File: config.mk
export PLATFORM = sky130hd
export DESIGN_NAME = sys_bus_rr
export DESIGN_NICKNAME = d
export VERILOG_FILES = /design/src/rtl/sys_bus_rr.sv
export SDC_FILE = /design/constraint.sdc
export NUM_CORES = 1
export LEC_CHECK = 0
export BUFFER_PORTS_ARGS = -buffer_cell sky130_fd_sc_hd__buf_2
export CORE_AREA = 2 2 341 343
export CTS_BUF_LIST = sky130_fd_sc_hd__clkbuf_8
export DETAILED_ROUTE_END_ITERATION = 10
export DIE_AREA = 0 0 343 345
export SLEW_MARGIN = 10
export SYNTH_ARGS = -nofsm -noshare
export SYNTH_HDL_FRONTEND = slang
export SYNTH_SLANG_ARGS = --single-unit
File: constraint.sdc
create_clock -name clk_i -period 4.38 [get_ports clk_i]
set_input_delay 0.657 -clock clk_i [delete_from_list [all_inputs] [get_ports clk_i]]
set_output_delay 0.657 -clock clk_i [all_outputs]
set_load 0.05 [all_outputs]
File: src/rtl/sys_bus_rr.sv
// sys_bus_rr: N-host to M-device single-outstanding bus with round-robin
// host arbitration and base/mask address decode.
// Optional response watchdog: define SYS_BUS_RR_TIMEOUT_EN.
module sys_bus_rr #(
  parameter int NrHosts       = 2,
  parameter int NrDevices     = 4,
  parameter int DataWidth     = 32,
  parameter int AddressWidth  = 32,
  parameter int TimeoutCycles = 256
) (
  input  logic                                     clk_i,
  input  logic                                     rst_i,
  // host side
  input  logic [NrHosts-1:0]                       host_req_i,
  input  logic [NrHosts-1:0]                       host_we_i,
  input  logic [NrHosts-1:0][AddressWidth-1:0]     host_addr_i,
  input  logic [NrHosts-1:0][DataWidth/8-1:0]      host_be_i,
  input  logic [NrHosts-1:0][DataWidth-1:0]        host_wdata_i,
  output logic [NrHosts-1:0]                       host_gnt_o,
  output logic [NrHosts-1:0]                       host_rvalid_o,
  output logic [NrHosts-1:0]                       host_err_o,
  output logic [NrHosts-1:0][DataWidth-1:0]        host_rdata_o,
  // device side
  output logic [NrDevices-1:0]                     device_req_o,
  output logic [NrDevices-1:0][AddressWidth-1:0]   device_addr_o,
  output logic [NrDevices-1:0]                     device_we_o,
  output logic [NrDevices-1:0][DataWidth/8-1:0]    device_be_o,
  output logic [NrDevices-1:0][DataWidth-1:0]      device_wdata_o,
  input  logic [NrDevices-1:0]                     device_rvalid_i,
  input  logic [NrDevices-1:0]                     device_err_i,
  input  logic [NrDevices-1:0][DataWidth-1:0]      device_rdata_i,
  // decode map
  input  logic [NrDevices-1:0][AddressWidth-1:0]   cfg_device_addr_base_i,
  input  logic [NrDevices-1:0][AddressWidth-1:0]   cfg_device_addr_mask_i
);

  localparam int HW  = (NrHosts > 1) ? $clog2(NrHosts) : 1;
  localparam int DIW = (NrDevices > 1) ? $clog2(NrDevices) : 1;

  typedef enum logic [1:0] {IDLE, WAIT_RSP, ERR_RSP} state_e;

  state_e         state_q, state_d;
  logic [HW-1:0]  rr_ptr_q, rr_ptr_d;
  logic [HW-1:0]  host_q, host_d;     // host owning the outstanding transaction
  logic [DIW-1:0] dev_q, dev_d;       // device serving it

  logic           arb_valid;
  logic [HW-1:0]  arb_idx;
  logic           dec_hit;
  logic [DIW-1:0] dec_idx;
  logic           rsp_valid;
  logic           timeout;

  // Round-robin pick: walk downward so the host closest to rr_ptr wins last.
  always_comb begin
    int unsigned idx;
    arb_valid = 1'b0;
    arb_idx   = '0;
    idx       = 0;
    for (int i = NrHosts - 1; i >= 0; i--) begin
      idx = (int'(rr_ptr_q) + i) % NrHosts;
      if (host_req_i[idx[HW-1:0]]) begin
        arb_valid = 1'b1;
        arb_idx   = idx[HW-1:0];
      end
    end
  end

  // Address decode of the winning host; downward walk makes lowest index win.
  always_comb begin
    dec_hit = 1'b0;
    dec_idx = '0;
    for (int d = NrDevices - 1; d >= 0; d--) begin
      if ((host_addr_i[arb_idx] & cfg_device_addr_mask_i[d]) == cfg_device_addr_base_i[d]) begin
        dec_hit = 1'b1;
        dec_idx = DIW'(d);
      end
    end
  end

  // Only the device owning the transaction may complete it.
  assign rsp_valid = (state_q == WAIT_RSP) && device_rvalid_i[dev_q];

`ifdef SYS_BUS_RR_TIMEOUT_EN
  localparam int WdW = $clog2(TimeoutCycles + 1);
  logic [WdW-1:0] wdog_q, wdog_d;

  // Expiry loses to a real response arriving in the same cycle.
  assign timeout = (state_q == WAIT_RSP) && !rsp_valid && (wdog_q == WdW'(TimeoutCycles));

  // Watchdog counts silent WAIT_RSP cycles; zero everywhere else.
  always_comb begin
    wdog_d = '0;
    if (state_q == WAIT_RSP && !rsp_valid && !timeout) wdog_d = wdog_q + 1'b1;
  end

  // Watchdog register.
  always_ff @(posedge clk_i) begin
    if (rst_i) wdog_q <= '0;
    else       wdog_q <= wdog_d;
  end
`else
  logic unused_timeout;
  assign timeout        = 1'b0;
  assign unused_timeout = (TimeoutCycles > 0);
`endif

  // State register.
  always_ff @(posedge clk_i) begin
    if (rst_i) begin
      state_q  <= IDLE;
      rr_ptr_q <= '0;
      host_q   <= '0;
      dev_q    <= '0;
    end else begin
      state_q  <= state_d;
      rr_ptr_q <= rr_ptr_d;
      host_q   <= host_d;
      dev_q    <= dev_d;
    end
  end

  // Next-state: grant in IDLE, then wait for device or flag a decode miss.
  always_comb begin
    state_d  = state_q;
    rr_ptr_d = rr_ptr_q;
    host_d   = host_q;
    dev_d    = dev_q;
    unique case (state_q)
      IDLE: begin
        if (arb_valid) begin
          host_d   = arb_idx;
          dev_d    = dec_idx;
          rr_ptr_d = (int'(arb_idx) == NrHosts - 1) ? '0 : arb_idx + 1'b1;
          state_d  = dec_hit ? WAIT_RSP : ERR_RSP;
        end
      end
      WAIT_RSP: if (rsp_valid || timeout) state_d = IDLE;
      ERR_RSP:  state_d = IDLE;
      default:  state_d = IDLE;
    endcase
  end

  // Outputs: all-zero unless carrying a grant/request or a response; reset masks all.
  always_comb begin
    host_gnt_o     = '0;
    host_rvalid_o  = '0;
    host_err_o     = '0;
    host_rdata_o   = '0;
    device_req_o   = '0;
    device_addr_o  = '0;
    device_we_o    = '0;
    device_be_o    = '0;
    device_wdata_o = '0;
    if (!rst_i) begin
      unique case (state_q)
        IDLE: begin
          if (arb_valid) begin
            host_gnt_o[arb_idx] = 1'b1;
            if (dec_hit) begin
              device_req_o[dec_idx]   = 1'b1;
              device_addr_o[dec_idx]  = host_addr_i[arb_idx];
              device_we_o[dec_idx]    = host_we_i[arb_idx];
              device_be_o[dec_idx]    = host_be_i[arb_idx];
              device_wdata_o[dec_idx] = host_wdata_i[arb_idx];
            end
          end
        end
        WAIT_RSP: begin
          if (rsp_valid) begin
            host_rvalid_o[host_q] = 1'b1;
            host_err_o[host_q]    = device_err_i[dev_q];
            host_rdata_o[host_q]  = device_rdata_i[dev_q];
          end else if (timeout) begin
            host_rvalid_o[host_q] = 1'b1;
            host_err_o[host_q]    = 1'b1;
          end
        end
        ERR_RSP: begin
          host_rvalid_o[host_q] = 1'b1;
          host_err_o[host_q]    = 1'b1;
        end
        default: ;
      endcase
    end
  end

endmodule

Yosys cells after proc, flatten, opt, wreduce, memory -nomap -nowiden
Index checks and enable logic that the tools add are counted.

Register bits: 6. Input port bits: 534. Output and inout bits: 350. Logic and storage cells: 119.

Add/subtract/negate cells: 2. Magnitude comparators: 9. Equality and inequality tests: 8. Multiplexer cells: 79. Bitwise gates (word level): 10. Reduce and logical (&&, ||, !) cells: 7.

Operator list (count): 2-to-1 mux 128 bit (8); AND 128 bit (2); 2-to-1 mux 32 bit (7); 2-to-1 mux 64 bit (3); AND 32 bit (4); == test 32 bit (4); AND 64 bit (1); binary-select mux 32 bit (select 2 bit) (1); demux 32 bit (select 2 bit) (1); 2-to-1 mux 16 bit (4); 2-to-1 mux 4 bit (11); demux 32 bit (select 1 bit) (1); 2-to-1 mux 2 bit (14); 2-to-1 mux 1 bit (20); AND 16 bit (1); one-hot mux 2 bit (2 select lines) (3); demux 4 bit (select 2 bit) (1); < comparator 1 x 2 -> 1 bit, second input constant (4); < comparator 2 x 3 -> 1 bit, second input constant (2); AND 4 bit (1); binary-select mux 1 bit (select 2 bit) (2); logical AND 1 bit (4); != test 2 bit, second input constant (2); AND reduction 2 bit (2); 9 further kinds (12).

Depth between registers and ports, before layout
Gate-level depths: netlist of run 1.

Depth in word-level cells: 22. Gate-level depth with buffers: 14. Depth with buffers taken out: 8.

Worst setup path before layout of run 1
Ideal clock, no wire load.

Path type: input to output. Start: input host_req_i[1]. End: output device_be_o[15] (netlist bit). Arrival time: 4122 ps. Data required time: 3723 ps. Slack: -399 ps. Cell stages on the path: 14. Buffers on the path: 6. Path through: buf_2 inv_2 buf_4 buf_2 buf_2 o211ai_1 and3_1 nor4b_1 nand4_1 or4_1 nand2b_1 buf_2 buf_2 nor3_1.

RTL lines: from (decl) (RTL line 14) `input logic [NrHosts-1:0] host_req_i,`; to (decl) (RTL line 27) `output logic [NrDevices-1:0][DataWidth/8-1:0] device_be_o,`.

==> results.cfg, run 1 <==
[run_status]
status = finished, violations left
failed_checks = setup timing

[drt]
via_count = 16507
avgViaCountPerCell = 4.24
dr_wl_met2_mm = 52.4
first_pass_iters = 7
dr_wl_met3_mm = 10.0
m1WireLength_mm = 44.0
routed_wl_mm = 112
drc_errors = 0
initialDrtViolationCount = 1155
wire_per_inst_um = 28.8
ant_nets = 0
top_layer = met5

[logic_synthesis]
yosysWarnings = 0
syn_nets = 1789
synth_ff_type = dfxtp_1
ys_ff_latch = 6
async_flop_share = 0
syn_avg_cell_area_um2 = 6.25
syn_area_mm2 = 0.00782
synth-edff-count = 0
synthCells = 1252
synth_cell_types = 37
seq_area_frac_synth = 0.0154

[hold_path]
hold_class = flip-flop to flip-flop
worstHoldStart = state_q[1]

[cts]
cts_root_buffer = clkbuf_8
cts_tree = built
ctsHtreeMaxLevel = 1
cts_sinks = 6
clock_path_buffers = 2
clock_latency_ns = 0.23
cts_buffers = 3
path_clk_slew_ns = 0.05

[timing]
fmax_ghz = 0.204
post-route-min-period_ns = 4.89
final_hold_viol_count = 0
skew_ns = 0.00175
slew_headroom = 0.0835
drv_slew = 0
layout_setup_ws_ns = -0.512
finalCritPeriodShare = 1.12
rsz0062_at_grt = yes
setup_viol = 280
fin_setup_tns_ns = -92.94
tightest_slew_ns = 1.34

[flow_run]
maxCapViolCount = 0

[die]
core_mm2 = 0.115
io_pins = 884
die_h_um = 345
dieArea_mm2 = 0.118
start_util = 0.0680
num_rows = 125
die_w_um = 343

[global_route]
antenna_found_initial = 65
grt_pass1_vias = 15691
grt_max_degree = 37
grt_overflow = 0
grt_pass1_wl_mm = 136
grt_use_total = 0.168

[power]
comb_power_share = 0.919
leakagePower_nw = 9.46
power_frac_seq = 0.034
switchingPower_mw = 1.13
p_int_mw = 0.842
ir_worst_vdd_mv = 0.0660
clkPwrFrac = 0.047
finalPower_mw = 1.98
sw_frac_of_total = 0.574
power_density_mw_per_mm2 = 86.3

[critical_path]
crit_arrival_ns = 4.24
end_kind = output pin
r2r_start = rr_ptr_q
cp_max_fo = 8
crit_type = input port to output pin
worstSetupStartpointType = input port
required_ns = 3.72
crit_start = host_req_i[0]

[cells_and_area]
area_delta_synth_final_pct = 193
final_cell_mix = buf_2, nor2_4, buf_4
nFillCells = 12681
drive_above_1_share = 0.678
layout_commonest_cell = buf_2
multi_input_area_mm2 = 0.00981
nets = 2885
seqCellArea_um2 = 125

[placement]
gp_congestion = 0.948
place.port_buffers = 883
dp_hpwl_mm = 92.0
## logic make-up after synthesis
kind of cell,share of synthesized area
AO/OA/AOI/OAI,0.214
AND/OR/NAND/NOR,0.503
flip-flops,0.0154
buffers and inverters,0.0755
adder cells (fa/ha/maj),0.00480
multiplexers,0.187
## metrics by stage
stage	cells	hold WS [ns]	setup slack [ns]	util	cell area, µm²
2_1_floorplan	1252	0.451	-0.399	-	8390
3_3_place_gp	3802	0.478	-1.04	0.150	17300
3_5_place_dp	3802	0.490	-1.01	0.150	17300
4_1_cts	3830	0.494	-0.561	0.178	20500
5_1_grt	3882	0.525	-0.589	0.199	22900
6_report	3891	0.502	-0.512	0.199	22900
## worst paths after layout
path                                           to  slack (ns)  cells past startpoint
worst min-delay path                   state_q[1]        0.50                      2
worst max-delay path            device_addr_o[33]       -0.51                     16
worst min register to register         state_q[1]        0.50                      2
worst max register to register           dev_q[0]        0.33                     15
## synth_stat cells (6+ instances only)
library cell | count | area [µm²]
mux2i_1 | 70 | 701
dfxtp_1 | 6 | 120
nand4_1 | 145 | 907
nor4_1 | 16 | 100
nor3_1 | 70 | 350
nor4b_1 | 49 | 429
nand3_1 | 50 | 250
clkbuf_1 | 46 | 173
a21oi_1 | 130 | 651
o211ai_1 | 125 | 938
buf_2 | 55 | 275
buf_4 | 6 | 45.0
and3_1 | 80 | 500
mux4_2 | 34 | 766
nand2b_1 | 35 | 219
buf_1 | 13 | 48.8
nor2_1 | 280 | 1050
## routing by layer
layer	track usage	vias to the layer above
met5	0	-
met4	0.0517	30
met3	0.0407	281
met2	0.286	1163
met1	0.208	7874
li1	-	7159
## sequential cells by signal (all words and copies together), names as in the netlist
signal	flops
dev_q	2
host_q	1
rr_ptr_q	1
state_q	2
## power by group through the flow
stage                     registers (mW)  clock network [mW]  logic (mW)
after floorplan                   0.0606                   0       0.563
after global placement            0.0692                   0        1.55
after detailed placement          0.0692                   0        1.56
after CTS                         0.0683              0.0982        1.70
after global routing              0.0687               0.101        1.91
final                             0.0674              0.0936        1.82
## cell type report
class,count,area share
Clock buffer,3,0.00180
Inverter,7,0.00180
Antenna cell,21,0.00229
Timing Repair Buffer,1211,0.477
Tap cell,1524,0.0833
Sequential cell,6,0.00546
Multi-Input combinational cell,1119,0.428
## timing repair
action	in CTS	in global routing
hold endpoints to repair	0	0
endpoints found under the setup margin	280	280
gates cloned	11	22
setup buffers	17	21
gates resized for setup	707	419
pin swaps	69	141
hold buffers	0	0
## critical path, stage by stage
cell	delay, ns
buf_8	0.10
buf_6	0.11
nand2b_4	0.14
buf_12	0.15
clkbuf_16	0.16
buf_6	0.13
nand4_1	0.15
and3_4	0.24
nor4_4	0.24
nand4_1	0.23
or4_4	0.65
or4b_4	0.55
buf_12	0.19
buf_8	0.17
nor2_2	0.13
buf_6	0.18
No activity file was read; power rests on OpenSTA's default activity.
==> run 2, diff against run 1 <==
--- a/config.mk
+++ b/config.mk
@@ -5,11 +5,12 @@
 export SDC_FILE = /design/constraint.sdc
 export NUM_CORES = 1
 export LEC_CHECK = 0
+export ABC_AREA = 0
 export BUFFER_PORTS_ARGS = -buffer_cell sky130_fd_sc_hd__buf_2
-export CORE_AREA = 2 2 341 343
+export CORE_AREA = 2 2 347 349
 export CTS_BUF_LIST = sky130_fd_sc_hd__clkbuf_8
 export DETAILED_ROUTE_END_ITERATION = 10
-export DIE_AREA = 0 0 343 345
+export DIE_AREA = 0 0 349 351
 export SLEW_MARGIN = 10
 export SYNTH_ARGS = -nofsm -noshare
 export SYNTH_HDL_FRONTEND = slang
==> constraint.sdc (replaced) <==
create_clock -name clk_i -period 6.01 [get_ports clk_i]
set_input_delay 0.9015 -clock clk_i [delete_from_list [all_inputs] [get_ports clk_i]]
set_output_delay 0.9015 -clock clk_i [all_outputs]
set_load 0.05 [all_outputs]
==> run 2 against run 1 <==
- the run now ends clean
- die area grew 3.5%
- sequential share of layout area increased by 0.27 points
- non-clock buffer count shrank 260
- critical path depth is 3 lower
- routed wire length shrank 8.6%
- flip-flop and latch count unchanged
==> results.cfg, run 2 (synthesis gave the netlist of run 1 again) <==
[cts]
cts_buffers = 3
cts_root_buffer = clkbuf_8
ctsHtreeMaxLevel = 1
ctsHoldBuffers = 0
clock_path_buffers = 2
clock_latency_ns = 0.23
cts_sinks = 6
cts_setup_buffers = 0
cts_tree = built
path_clk_slew_ns = 0.04
cts_resized = 0

[cells_and_area]
nFillCells = 13936
drive_above_1_share = 0.482
nets = 2623
final_cell_mix = buf_2, nor2_1, nand4_1
reg_top3 = dev_q (2), state_q (2)
area_delta_synth_final_pct = 91.7
layout_commonest_cell = buf_2

[critical_path]
cp.buffers_inverters = 5
r2r_start = rr_ptr_q
worstSetupStartpointType = input port
crit_path_max_incr_delay_ns = 0.69
crit_arrival_ns = 4.86
crit_type = input port to output pin
end_kind = output pin
crit_start = host_req_i[0]
critPathTopFamily = simple AND/OR/NAND/NOR gates
slowest_stage = or4_1
crit_chain = buf_2, and2b_4, buf_4, o211ai_1, and3_1, nor4b_1, buf_4, nand4_1, or4_1, nand4b_1, buf_12, nor2_1, buf_2
cp_max_fo = 59
required_ns = 5.11

[drt]
via_count = 15355
first_pass_iters = 8
avgViaCountPerCell = 4.20
wire_per_inst_um = 28.1
ant_nets = 0
initialDrtViolationCount = 1742
drc_errors = 0
routed_wl_mm = 103

[die]
die_w_um = 349
core_mm2 = 0.119
start_util = 0.0657
die_h_um = 351
num_rows = 127
dieArea_mm2 = 0.122
io_pins = 884

[timing]
finalCritPeriodShare = 0.958
layout_setup_ws_ns = 0.250
post-route-min-period_ns = 5.76
slew_headroom = 0.208
rsz0062_at_grt = no
fmax_ghz = 0.174
tightest_slew_ns = 1.15
final_hold_viol_count = 0
fin_setup_tns_ns = 0
drv_slew = 0
skew_ns = 0.00390
setup_viol = 0

[power]
clkPwrFrac = 0.060
power_frac_seq = 0.043
switchingPower_mw = 0.631
ir_worst_vdd_mv = 0.0325
leakagePower_nw = 6.79
sw_frac_of_total = 0.590
power_density_mw_per_mm2 = 71.2
p_int_mw = 0.437
comb_power_share = 0.897

[global_route]
use_met1 = 0.202
grt_busiest_layer = met2
grt_pass1_vias = 13473
grt_use_met3 = 0.0629
grt_max_degree = 72
antenna_found_initial = 105
use_met2 = 0.227
grt_use_total = 0.154
grt_overflow = 0
grt_pass1_wl_mm = 126

[run_status]
status = finished, final reports clean

[hold_path]
worstHoldStart = state_q[1]
hold_class = flip-flop to flip-flop

[flow_run]
maxCapViolCount = 0

[placement]
place.port_buffers = 883
gp_congestion = 0.885
post-place-ws_ns = 0.184
dp_hpwl_mm = 88.3
-- run 2: final timing paths --
kind | to | slack, ns | cells after the start
setup / recovery | device_wdata_o[74] | 0.25 | 13
hold / removal | state_q[1] | 0.49 | 2
setup reg to reg | dev_q[0] | 2.16 | 10
hold reg to reg | state_q[1] | 0.49 | 2
-- run 2: power by group through the flow --
| stage | Sequential (mW) | Clock [mW] | Combinational (mW) |
|---|---|---|---|
| 2_1_floorplan | 0.0442 | 0 | 0.387 |
| 3_3_place_gp | 0.0466 | 0 | 0.945 |
| 3_5_place_dp | 0.0466 | 0 | 0.953 |
| 4_1_cts | 0.0459 | 0.0668 | 0.958 |
| 5_1_grt | 0.0462 | 0.0691 | 1.02 |
| 6_report | 0.0458 | 0.0643 | 0.958 |
-- run 2: cell type report --
| type | count | area, µm² | share of cell area |
|---|---|---|---|
| Sequential cell | 6 | 123 | 0.00818 |
| Tap cell | 1548 | 1940 | 0.129 |
| Multi-Input combinational cell | 1117 | 7170 | 0.478 |
| Timing Repair Buffer | 951 | 5640 | 0.376 |
| Inverter | 7 | 28.8 | 0.00192 |
| Antenna cell | 23 | 57.6 | 0.00384 |
| Clock buffer | 3 | 41.3 | 0.00275 |
-- run 2: worst reg2reg max path: stages, from the launching register on --
cell      delay (ns)
dfxtp_1         0.34
and2b_4         0.44
buf_12          0.26
o211ai_1        0.15
and3_1          0.20
nor4b_1         0.66
nand4_1         0.35
or4_1           0.66
nand2b_4        0.20
buf_12          0.19
a211oi_1        0.29
-- run 2: layer usage --
metal	wire (µm)	up-vias
met2	42900	1235
met4	3720	70
li1	-	6568
met5	449	-
met3	11600	295
met1	43800	7187
-- run 2: through the flow --
stage	util	area (µm²)	power (mW)	hold WS [ns]	std cells
6_report	0.126	15000	1.07	0.494	3655
5_1_grt	0.126	15000	1.13	0.552	3641
4_1_cts	0.125	14900	1.07	0.495	3632
3_5_place_dp	0.125	14900	1.00	0.490	3629
3_3_place_gp	0.125	14900	0.991	0.479	3629
2_1_floorplan	-	7820	0.431	0.451	1252
==> run 3, diff against run 2 <==
--- a/config.mk
+++ b/config.mk
@@ -7,10 +7,10 @@
 export LEC_CHECK = 0
 export ABC_AREA = 0
 export BUFFER_PORTS_ARGS = -buffer_cell sky130_fd_sc_hd__buf_2
-export CORE_AREA = 2 2 347 349
+export CORE_AREA = 2 2 341 343
 export CTS_BUF_LIST = sky130_fd_sc_hd__clkbuf_8
 export DETAILED_ROUTE_END_ITERATION = 10
-export DIE_AREA = 0 0 349 351
+export DIE_AREA = 0 0 343 345
 export SLEW_MARGIN = 10
 export SYNTH_ARGS = -nofsm -noshare
 export SYNTH_HDL_FRONTEND = slang
==> constraint.sdc (replaced) <==
create_clock -name clk_i -period 6.4 [get_ports clk_i]
set_input_delay 0.96 -clock clk_i [delete_from_list [all_inputs] [get_ports clk_i]]
set_output_delay 0.96 -clock clk_i [all_outputs]
set_load 0.05 [all_outputs]
==> run 3 against run 2 <==
- routed wire length decreased by 3.7%
- sequential power decreased by 5.0%
- first-iteration DRC count is 25% lower
- critical endpoint is now device_addr_o[22]
- sequential share of layout area hardly changed
- utilization rose by 0.59 points
- non-clock buffer count rose by 37
- clock power fell by 13%
- design area grew 1.3%
==> results.cfg, run 3 (synthesis gave the netlist of run 1 again) <==
[drt]
first_pass_iters = 5
ant_nets = 0
dr_wl_met2_mm = 41.4
via_count = 15264
dr_wl_met3_mm = 10.5
routed_wl_mm = 98.8
m1WireLength_mm = 42.7
drc_errors = 0
top_layer = met5
initialDrtViolationCount = 1307
wire_per_inst_um = 26.9
avgViaCountPerCell = 4.15

[cells_and_area]
nFillCells = 13492
finish.utilization = 0.132
area_delta_synth_final_pct = 94.1
reg_top3 = dev_q (2), state_q (2)
nets = 2661
final_cell_mix = buf_2, nor2_1, nand4_1
finalInstanceArea_mm2 = 0.0152
layout_commonest_cell = buf_2
drive_above_1_share = 0.492

[timing]
final_hold_viol_count = 0
post-route-min-period_ns = 6.06
finalCritPeriodShare = 0.946
skew_ns = 0.00425
tightest_slew_ns = 1.10
drv_slew = 0
fin_setup_tns_ns = 0
rsz0062_at_grt = no
fmax_ghz = 0.165
slew_headroom = 0.262
setup_viol = 0
hold_slack_ns = 0.482

[global_route]
grt_pass1_vias = 14250
grt_use_total = 0.156
antenna_found_initial = 77
grt_pass1_wl_mm = 125
grt_max_degree = 131
grt_overflow = 0

[cts]
cts_tree = built
ctsHoldBuffers = 0
path_clk_slew_ns = 0.04
ctsHtreeMaxLevel = 1
cts_sinks = 6
clock_path_buffers = 2
clock_latency_ns = 0.22
cts_buffers = 3
cts_root_buffer = clkbuf_8

[critical_path]
crit_type = input port to output pin
crit_chain = buf_4, inv_4, buf_4, o211ai_1, and3_1, nor4b_1, buf_4, nand4_1, or4_1, buf_4, or3_2, buf_12, nor2_1, buf_2
cpMostUsedCell = buf_4
worstSetupStartpointType = input port
crit_arrival_ns = 5.10
slowest_stage = or4_1
cp_max_fo = 70
end_kind = output pin
crit_path_max_incr_delay_ns = 0.57
cp.buffers_inverters = 7
critPathTopFamily = simple AND/OR/NAND/NOR gates
required_ns = 5.44

[hold_path]
hold_class = flip-flop to flip-flop

[placement]
place.port_buffers = 883
gp_congestion = 0.922
dp_hpwl_mm = 83.3
placed_cell_area_mm2 = 0.0150

[flow_run]
maxCapViolCount = 0

[die]
dieArea_mm2 = 0.118
start_util = 0.0680
num_rows = 125
io_pins = 884
die_w_um = 343
core_mm2 = 0.115
die_h_um = 345

[power]
power_density_mw_per_mm2 = 67.1
finalPower_mw = 1.02
sw_frac_of_total = 0.590
leakagePower_nw = 6.94
ir_worst_vdd_mv = 0.0385
comb_power_share = 0.902
clkPwrFrac = 0.055
switchingPower_mw = 0.602
p_int_mw = 0.417
power_frac_seq = 0.043

[run_status]
status = finished, final reports clean
[run 3: metrics by stage]
step	worst slack [ns]	std cells
6_report	0.342	3677
5_1_grt	0.0956	3663
4_1_cts	0.107	3646
3_5_place_dp	-0.123	3639
3_3_place_gp	0.00435	3639
2_1_floorplan	1.01	1252
[run 3: repair_timing]
item | in CTS | in global routing
cloned | 1 | 0
setup endpoints to repair | 70 | 28
setup buffers | 3 | 0
pin swaps | 0 | 0
resized for setup | 1 | 1
[run 3: path summary, 6_finish.rpt]
path / startpoint / to / slack (ns) / depth (start not counted)
setup reg to reg: rr_ptr_q / dev_q[1] / 2.34 / 14
hold reg to reg: state_q[1] / state_q[1] / 0.48 / 2
setup / recovery: host_req_i[1] / device_addr_o[22] / 0.34 / 14
hold / removal: state_q[1] / state_q[1] / 0.48 / 2
[run 3: per-layer routing]
layer | track usage | vias to the layer above
met5 | 0 | -
met4 | 0.0582 | 36
met3 | 0.0487 | 227
met2 | 0.233 | 1130
met1 | 0.208 | 7213
li1 | - | 6658
[run 3: worst reg2reg max path: stages (launching register included)]
cell      delay, ns
dfxtp_1        0.47
nand2b_4       0.23
buf_12         0.30
buf_4          0.38
nand4_1        0.14
and3_1         0.25
nor4b_1        0.36
nand4_1        0.33
buf_4          0.26
or4_1          0.41
buf_4          0.17
buf_4          0.16
nand3_4        0.19
buf_4          0.19
o21ai_0        0.09
[run 3: area by class of cell]
class,count,area [µm²],area share
clock buffers,3,41.3,0.00272
diodes,31,77.6,0.00511
flip-flops and latches,6,123,0.00808
well taps,1524,1910,0.126
multi-input cells,1118,7180,0.473
repair buffers,988,5830,0.384
inverters,7,28.8,0.00190
[run 3: power by group through the flow]
stage | combinational [mW] | clock [mW] | sequential (mW)
after detailed placement | 0.917 | 0 | 0.0432
after global routing | 0.988 | 0.0607 | 0.0443
final | 0.919 | 0.0562 | 0.0435
after floorplan | 0.364 | 0 | 0.0415
after global placement | 0.913 | 0 | 0.0431
after CTS | 0.932 | 0.0572 | 0.0440
